**src/rtl/sr_latch_sequencer.sv**
```systemverilog
// Sequences set/clear pulses onto an external SR latch, waits for it to settle,
// then verifies the synchronized Q/QB readback and acknowledges the operation.
// State table: IDLE = wait for a pending request | PULSE = drive S or R |
//              SETTLE = drives low, latch settling | CHECK = compare readback, ack
module sr_latch_sequencer #(
  parameter int PULSE_W  = 4,
  parameter int SETTLE_W = 3
) (
  input  logic clk,
  input  logic rst,
  input  logic set_req,
  input  logic clr_req,
  input  logic err_clr,
  input  logic latch_q,
  input  logic latch_qb,
  output logic latch_s,
  output logic latch_r,
  output logic set_ack,
  output logic clr_ack,
  output logic busy,
  output logic state_q,
  output logic err
);

  typedef enum logic [1:0] {
    ST_IDLE   = 2'd0,
    ST_PULSE  = 2'd1,
    ST_SETTLE = 2'd2,
    ST_CHECK  = 2'd3
  } state_t;

  localparam logic [3:0] PULSE_LOAD  = 4'(PULSE_W - 1);
  localparam logic [3:0] SETTLE_LOAD = 4'(SETTLE_W - 1);

  state_t     r_state;
  state_t     w_state_nxt;
  logic [3:0] r_cnt;
  logic [3:0] w_cnt_nxt;
  logic       r_q_s1;
  logic       r_q_s2;
  logic       r_qb_s1;
  logic       r_qb_s2;
  logic       r_pend_set;
  logic       r_pend_clr;
  // r_op_set doubles as the round-robin pointer: it holds the most recent grant.
  logic       r_op_set;
  logic       w_op_set_nxt;
  logic       w_grant;
  logic       w_grant_set;
  logic       w_check;
  logic       w_match;
  logic       w_pend_set_nxt;
  logic       w_pend_clr_nxt;
  logic       w_err_nxt;
  logic       w_state_q_nxt;

  always_comb begin
    w_state_nxt  = r_state;
    w_cnt_nxt    = r_cnt;
    w_grant      = 1'b0;
    w_grant_set  = 1'b0;
    w_op_set_nxt = r_op_set;
    case (r_state)
      ST_IDLE: begin
        if (r_pend_set || r_pend_clr) begin
          w_grant      = 1'b1;
          w_grant_set  = (r_pend_set && r_pend_clr) ? ~r_op_set : r_pend_set;
          w_op_set_nxt = w_grant_set;
          w_state_nxt  = ST_PULSE;
          w_cnt_nxt    = PULSE_LOAD;
        end
      end
      ST_PULSE: begin
        if (r_cnt == 4'd0) begin
          w_state_nxt = ST_SETTLE;
          w_cnt_nxt   = SETTLE_LOAD;
        end else begin
          w_cnt_nxt = r_cnt - 4'd1;
        end
      end
      ST_SETTLE: begin
        if (r_cnt == 4'd0) begin
          w_state_nxt = ST_CHECK;
        end else begin
          w_cnt_nxt = r_cnt - 4'd1;
        end
      end
      ST_CHECK: w_state_nxt = ST_IDLE;
      default:  w_state_nxt = ST_IDLE;
    endcase
  end

  // A q==qb readback never matches either expected pattern.
  assign w_check        = (r_state == ST_CHECK);
  assign w_match        = r_op_set ? (r_q_s2 & ~r_qb_s2) : (~r_q_s2 & r_qb_s2);
  assign w_err_nxt      = (w_check & ~w_match) | (err & ~err_clr);
  assign w_state_q_nxt  = (w_check & w_match) ? r_op_set : state_q;
  assign w_pend_set_nxt = (r_pend_set & ~(w_grant & w_grant_set)) | set_req;
  assign w_pend_clr_nxt = (r_pend_clr & ~(w_grant & ~w_grant_set)) | clr_req;

  always_ff @(posedge clk) begin
    if (rst) begin
      r_state    <= ST_IDLE;
      r_cnt      <= 4'd0;
      r_q_s1     <= 1'b0;
      r_q_s2     <= 1'b0;
      r_qb_s1    <= 1'b0;
      r_qb_s2    <= 1'b0;
      r_pend_set <= 1'b0;
      r_pend_clr <= 1'b0;
      r_op_set   <= 1'b0;
      latch_s    <= 1'b0;
      latch_r    <= 1'b0;
      set_ack    <= 1'b0;
      clr_ack    <= 1'b0;
      busy       <= 1'b0;
      state_q    <= 1'b0;
      err        <= 1'b0;
    end else begin
      r_state    <= w_state_nxt;
      r_cnt      <= w_cnt_nxt;
      r_q_s1     <= latch_q;
      r_q_s2     <= r_q_s1;
      r_qb_s1    <= latch_qb;
      r_qb_s2    <= r_qb_s1;
      r_pend_set <= w_pend_set_nxt;
      r_pend_clr <= w_pend_clr_nxt;
      r_op_set   <= w_op_set_nxt;
      latch_s    <= (w_state_nxt == ST_PULSE) &  w_op_set_nxt;
      latch_r    <= (w_state_nxt == ST_PULSE) & ~w_op_set_nxt;
      set_ack    <= (w_state_nxt == ST_CHECK) &  w_op_set_nxt;
      clr_ack    <= (w_state_nxt == ST_CHECK) & ~w_op_set_nxt;
      busy       <= (w_state_nxt != ST_IDLE);
      state_q    <= w_state_q_nxt;
      err        <= w_err_nxt;
    end
  end

endmodule

```
**config.mk**
```make
export PLATFORM = sky130hd
export DESIGN_NAME = sr_latch_sequencer
export DESIGN_NICKNAME = d
export VERILOG_FILES = /design/src/rtl/sr_latch_sequencer.sv
export SDC_FILE = /design/constraint.sdc
export NUM_CORES = 1
export LEC_CHECK = 0
export ABC_AREA = 1
export CORE_ASPECT_RATIO = 1.1
export CORE_MARGIN = 4
export CORE_UTILIZATION = 45
export DETAILED_ROUTE_END_ITERATION = 10
export PLACE_DENSITY = 0.78
export SLEW_MARGIN = 20
export SYNTH_ARGS = -nofsm -noshare
export SYNTH_HDL_FRONTEND = slang
export SYNTH_SLANG_ARGS = --single-unit
```
**constraint.sdc**
```tcl
create_clock -name clk -period 2.8 [get_ports clk]
set_input_delay 0.28 -clock clk [delete_from_list [all_inputs] [get_ports clk]]
set_output_delay 0.28 -clock clk [all_outputs]
set_load 0.1 [all_outputs]
```
# After elaboration in Yosys (flattened, before gate mapping)
# Index checks and enable logic that the tools add are counted.
[totals] regBits=20 word_cells=72 out_inout_bits=7
[classes] n_reduce_logical=7 bitwise_logic=25 addsub=1 mux=16 eq_ne=7
[op_table] operator="bitwise AND 1 bit" n=13
[op_table] operator="two-way mux 4 bit" n=3
[op_table] operator="case mux 4 bit (3 select lines)" n=1
[op_table] operator="NOT 1 bit" n=9
[op_table] operator="two-way mux 1 bit" n=8
[op_table] operator="case mux 2 bit (4 select lines)" n=1
[op_table] operator="== test 2 bit (second input constant)" n=3
[op_table] operator="two-way mux 2 bit" n=3
[op_table] operator="== test 2 x 1 -> 1 bit (second input constant)" n=2
[op_table] operator="logical NOT 4 bit" n=1
[op_table] operator="inequality test 2 bit (second input constant)" n=2
[op_table] operator="subtractor 4 x 1 -> 4 bit (second input constant)" n=1
[op_table] operator="OR 1 bit" n=3
[op_table] operator="AND reduction 3 bit" n=1
[op_table] operator="nonzero test 3 bit" n=1
[op_table] operator="logical NOT 2 bit" n=1
[op_table] operator="nonzero test 2 bit" n=1
[op_table] operator="logical AND 1 bit" n=1
[op_table] operator="logical OR 1 bit" n=1

# Depth between registers and ports, before layout
[depth] ltp_word=9 depth_mapped=9

# Least setup slack after synthesis
# Ideal clock, no wire load.
[synth_path] kind="register -> register" from="reg err" to="reg err" required_time_ps=2736 setup_time_ps=64 path_stages_with_launch=5 path_slack_ps=1441 arrival_time_ps=1295 path_buffers=0 period_less_slack_ps=1359 cell_sequence="dfxtp_1 > inv_1 > o22ai_1 > inv_1 > nor2_1"
[synth_via] elab_chain_len=2
[synth_rtl] item="start, declared" line="22" text="output logic err"
[synth_rtl] item="start signal, assigned" line="135" text="err <= w_err_nxt;"
[synth_rtl] item="bitwise AND 1 bit" line="96" text="assign w_err_nxt = (w_check & ~w_match) | (err & ~err_clr);"
[synth_rtl] item="OR 1 bit" line="96"
# Every way passes these cells.
# A chain may end at the register's enable or synchronous reset.

# Worst setup path after layout
[layout_path] from="reg r_state[0]" to="reg r_cnt[2]"
[layout_via] elab_chain_len=3 word_cells_on_any_way=8 cone_classes="eq/ne: 4; mux: 1; reduce/logical: 3"
[layout_rtl] item="start, declared" line="35" text="state_t r_state;"
[layout_rtl] item="start signal, assigned" line="120" text="r_state <= w_state_nxt;"
[layout_rtl] item="== test 2 bit (tied with other cells)" line="63" text="case (r_state)"
[layout_rtl] item="inequality test 2 bit (no source line) / nonzero test 3 bit (equally long branches)"
[layout_rtl] item="AND reduction 3 bit (no source line)"
[layout_rtl] item="end signal, assigned" line="121" text="r_cnt <= w_cnt_nxt;"
[layout_rtl] item="end, declared" line="37" text="logic [3:0] r_cnt;"
# Parallel ways exist; a longest one is shown, timed or not.

==> parameters.txt <==
Parameter                              Value

Outcome
  Run status    finished clean

Placement
  HPWL after detailed placement    1523 um
  Pre-CTS setup slack    1277 ps
  Routability-driven placement congestion ratio    0.8202
  Number of port buffers    13

Global routing
  Antenna violations before repair    0
  Pin count of the biggest net entering global routing    12
  Wire length of the first global-routing pass    3180 um
  Vias in the first global route    802
  Grt total ovfl    0
  Global-route total usage across every layer    13.88%

Routing
  Detailed-router iteration count before antenna repair    6
  Total via count in the routed design    871
  Total routed wirelength    1903 um
  Detailed-route wire length per cell    10.63 um
  DRC    0
  First DRT Iteration DRCs    11
  Vias per inst    4.866
  Number of antenna-violating nets in the routed design    0

STA
  Post-route minimum period    1421 ps
  Sum of negative setup slack    0 ps
  Count of endpoints failing hold in the final timing report    0
  RSZ-0062 raised after global routing    no
  Normalized max-slew margin    between 70% and 80%
  Fmax    0.7039 GHz
  Final worst setup slack    around 1400 ps
  Post-route worst hold slack    412.3 ps
  Final number of max-transition violations    0
  Share of the clock period used by the worst path    50.74%
  Transition at the pin with the smallest max-transition slack    349.9 ps
  Final clock skew    5.687 ps
  Final Setup Violations    0

Floorplanning
  Area of the die    3031 um2
  Core Footprint    2063 um2
  Initial cell density of the core    48.27%
  Die Y    57.34 um
  Die span in x    about 53 um
  Count of standard-cell rows    17
  Number of primary I/O pins    14

Critical path
  Nature of the critical path startpoint    flip-flop
  Data required time at the worst endpoint    3010 ps
  Crit-path most repeated cell    nand2_1
  Critical-path cell list    inv_1 > ha_1 > nand2_1 > nand2_1 > nor2_1 > nand2_1 > nand2_1 > nor2_1
  Critical Path AT    1630 ps
  Largest fanout on the critical path    4
  Cell with the largest stage delay on the worst path    dfxtp_1
  Worst setup path category    reg -> reg
  Crit-path max cell delay    410 ps
  Endpoint class of the critical path    flip-flop

Clock network
  Number of setup buffers added after CTS    0
  Number of levels the H-tree was split into    1
  CTS tree    built
  Number of gates given a new drive strength after cts    0
  Root Driver    clkbuf_4
  Clock transition at the registers of the reported paths    approximately 110 ps
  Clock latency of the later-clocked register in the worst-skew pair    290 ps
  Post-cts hold buffer count    0
  Buffer depth of the longest clock path    2
  Total clock buffers created by CTS    3
  Sinks on Clock Net    20

Yosys
  Cell variety after synth    21
  Post-synthesis register bit count    20
  Part of the Yosys area used for sequential elements    between 40 and 50%
  Synth Warn #    0
  Total standard cell area after synthesis    996.0 um2
  Synth Instances    135
  Net Count, Synth    149
  Syn_area_per_cell    about 7.4 um2

Final layout
  Most common cell after layout, fill and taps aside    inv_1
  Post-Route Utilization    56.94%
  Share of cells above drive strength 1    15.89%
  Final #Nets    166
  Commonest cells after routing, fill and taps aside    inv_1, nand2_1, nor2_1
  Relative area change from synthesis to final layout    17.97%
  Ant. Diodes    0

Pwr
  Total power draw    1.383 mW
  P_leak    0.5824 nW
  Maximum vdd drop    0.5066 mV
  Power per cell area    1177 nW/um2

Job
  Number of violations of the max-capacitance limit    0

Hold path
  Type of the worst min-delay path    reg -> reg
## final timing paths
| kind | from | end | slack (ps) | cells after the start |
|---|---|---|---|---|
| hold reg to reg | r_qb_s1$_SDFF_PP0_ | r_qb_s2$_SDFF_PP0_ | 410 | 2 |
| setup reg to reg | r_state[0]$_SDFF_PP0_ | r_cnt[2]$_SDFFE_PP0P_ | 1380 | 8 |
| hold / removal | r_qb_s1$_SDFF_PP0_ | r_qb_s2$_SDFF_PP0_ | 410 | 2 |
| setup / recovery | r_state[0]$_SDFF_PP0_ | r_cnt[2]$_SDFFE_PP0P_ | 1380 | 8 |
## metrics by stage
stage / instances / cell area (um2)
floorplan: 135 / 996.0
global placement: 175 / 1139
detailed placement: 175 / 1139
CTS: 179 / 1175
global route: 179 / 1175
finish: 179 / 1175
## where the power goes
group / leakage (nW) / switching [mW] / internal, mW
clock: 0.0210 / 0.0820 / 0.0793
sequential: 0.165 / 0.0561 / 0.356
combinational: 0.397 / 0.560 / 0.250
total: 0.582 / 0.698 / 0.685
## synthesized netlist by cell type
master | instances | area share [%]
inv_1 | 27 | 10
nand2_1 | 24 | 9.0
nor2_1 | 21 | 7.9
dfxtp_1 | 20 | 40
a21oi_1 | 7 | 3.5
ha_1 | 7 | 8.8
nand2_2 | 4 | 2.5
nand3_2 | 4 | 4.0
o21ai_0 | 4 | 2.0
nand3_1 | 3 | 1.5
nand3b_1 | 2 | 1.5
nor2_2 | 2 | 1.3
o211ai_1 | 2 | 1.5
a21boi_2 | 1 | 1.1
buf_2 | 1 | 0.50
nand4_1 | 1 | 0.63
nor2_4 | 1 | 1.1
nor3_1 | 1 | 0.50
nor4_1 | 1 | 0.63
o21ai_2 | 1 | 0.88
o22ai_1 | 1 | 0.63
## cell families after synthesis
kind of cell | after synthesis | synth area share, %
AOI/OAI and AO/OA | 16 | 9.673
adders and majority gates | 7 | 8.794
buffers and inverters | 28 | 10.68
DFF | 20 | 40.20
and+or+nand+nor | 64 | 30.65
## worst max-delay path: cells and delay by family (launching register included)
family	cells	cell delay, ps
and+or+nand+nor	6	550
DFF	1	410
buffers and inverters	1	120
adders and majority gates	1	250
## final cells by class
class                   count  area (um2)
repair buffers             13       112.6
well taps                  28       35.03
clock buffers               4       36.28
multi-input cells          87       489.2
fillers                   204       888.4
inverters                  27       101.3
flip-flops and latches     20       400.4
## per-layer routing
| metal | share of wire [%] | global-route usage, % | vias up |
|---|---|---|---|
| met3 | 6.0 | 4.700 | 2 |
| li1 | - | - | 450 |
| met2 | 52 | 25.89 | 31 |
| met1 | 42 | 14.52 | 388 |
| met4 | 0.16 | 3.285 | 0 |
| met5 | 0 | 0 | - |
## registers in the layout, summed over array words and instances (netlist names)
register    count
busy            1
clr_ack         1
err             1
latch_r         1
latch_s         1
r_cnt           4
r_op_set        1
r_pend_clr      1
r_pend_set      1
r_q_s1          1
r_q_s2          1
r_qb_s1         1
r_qb_s2         1
r_state         2
set_ack         1
state_q         1
Power figures use the tool's default switching activity.
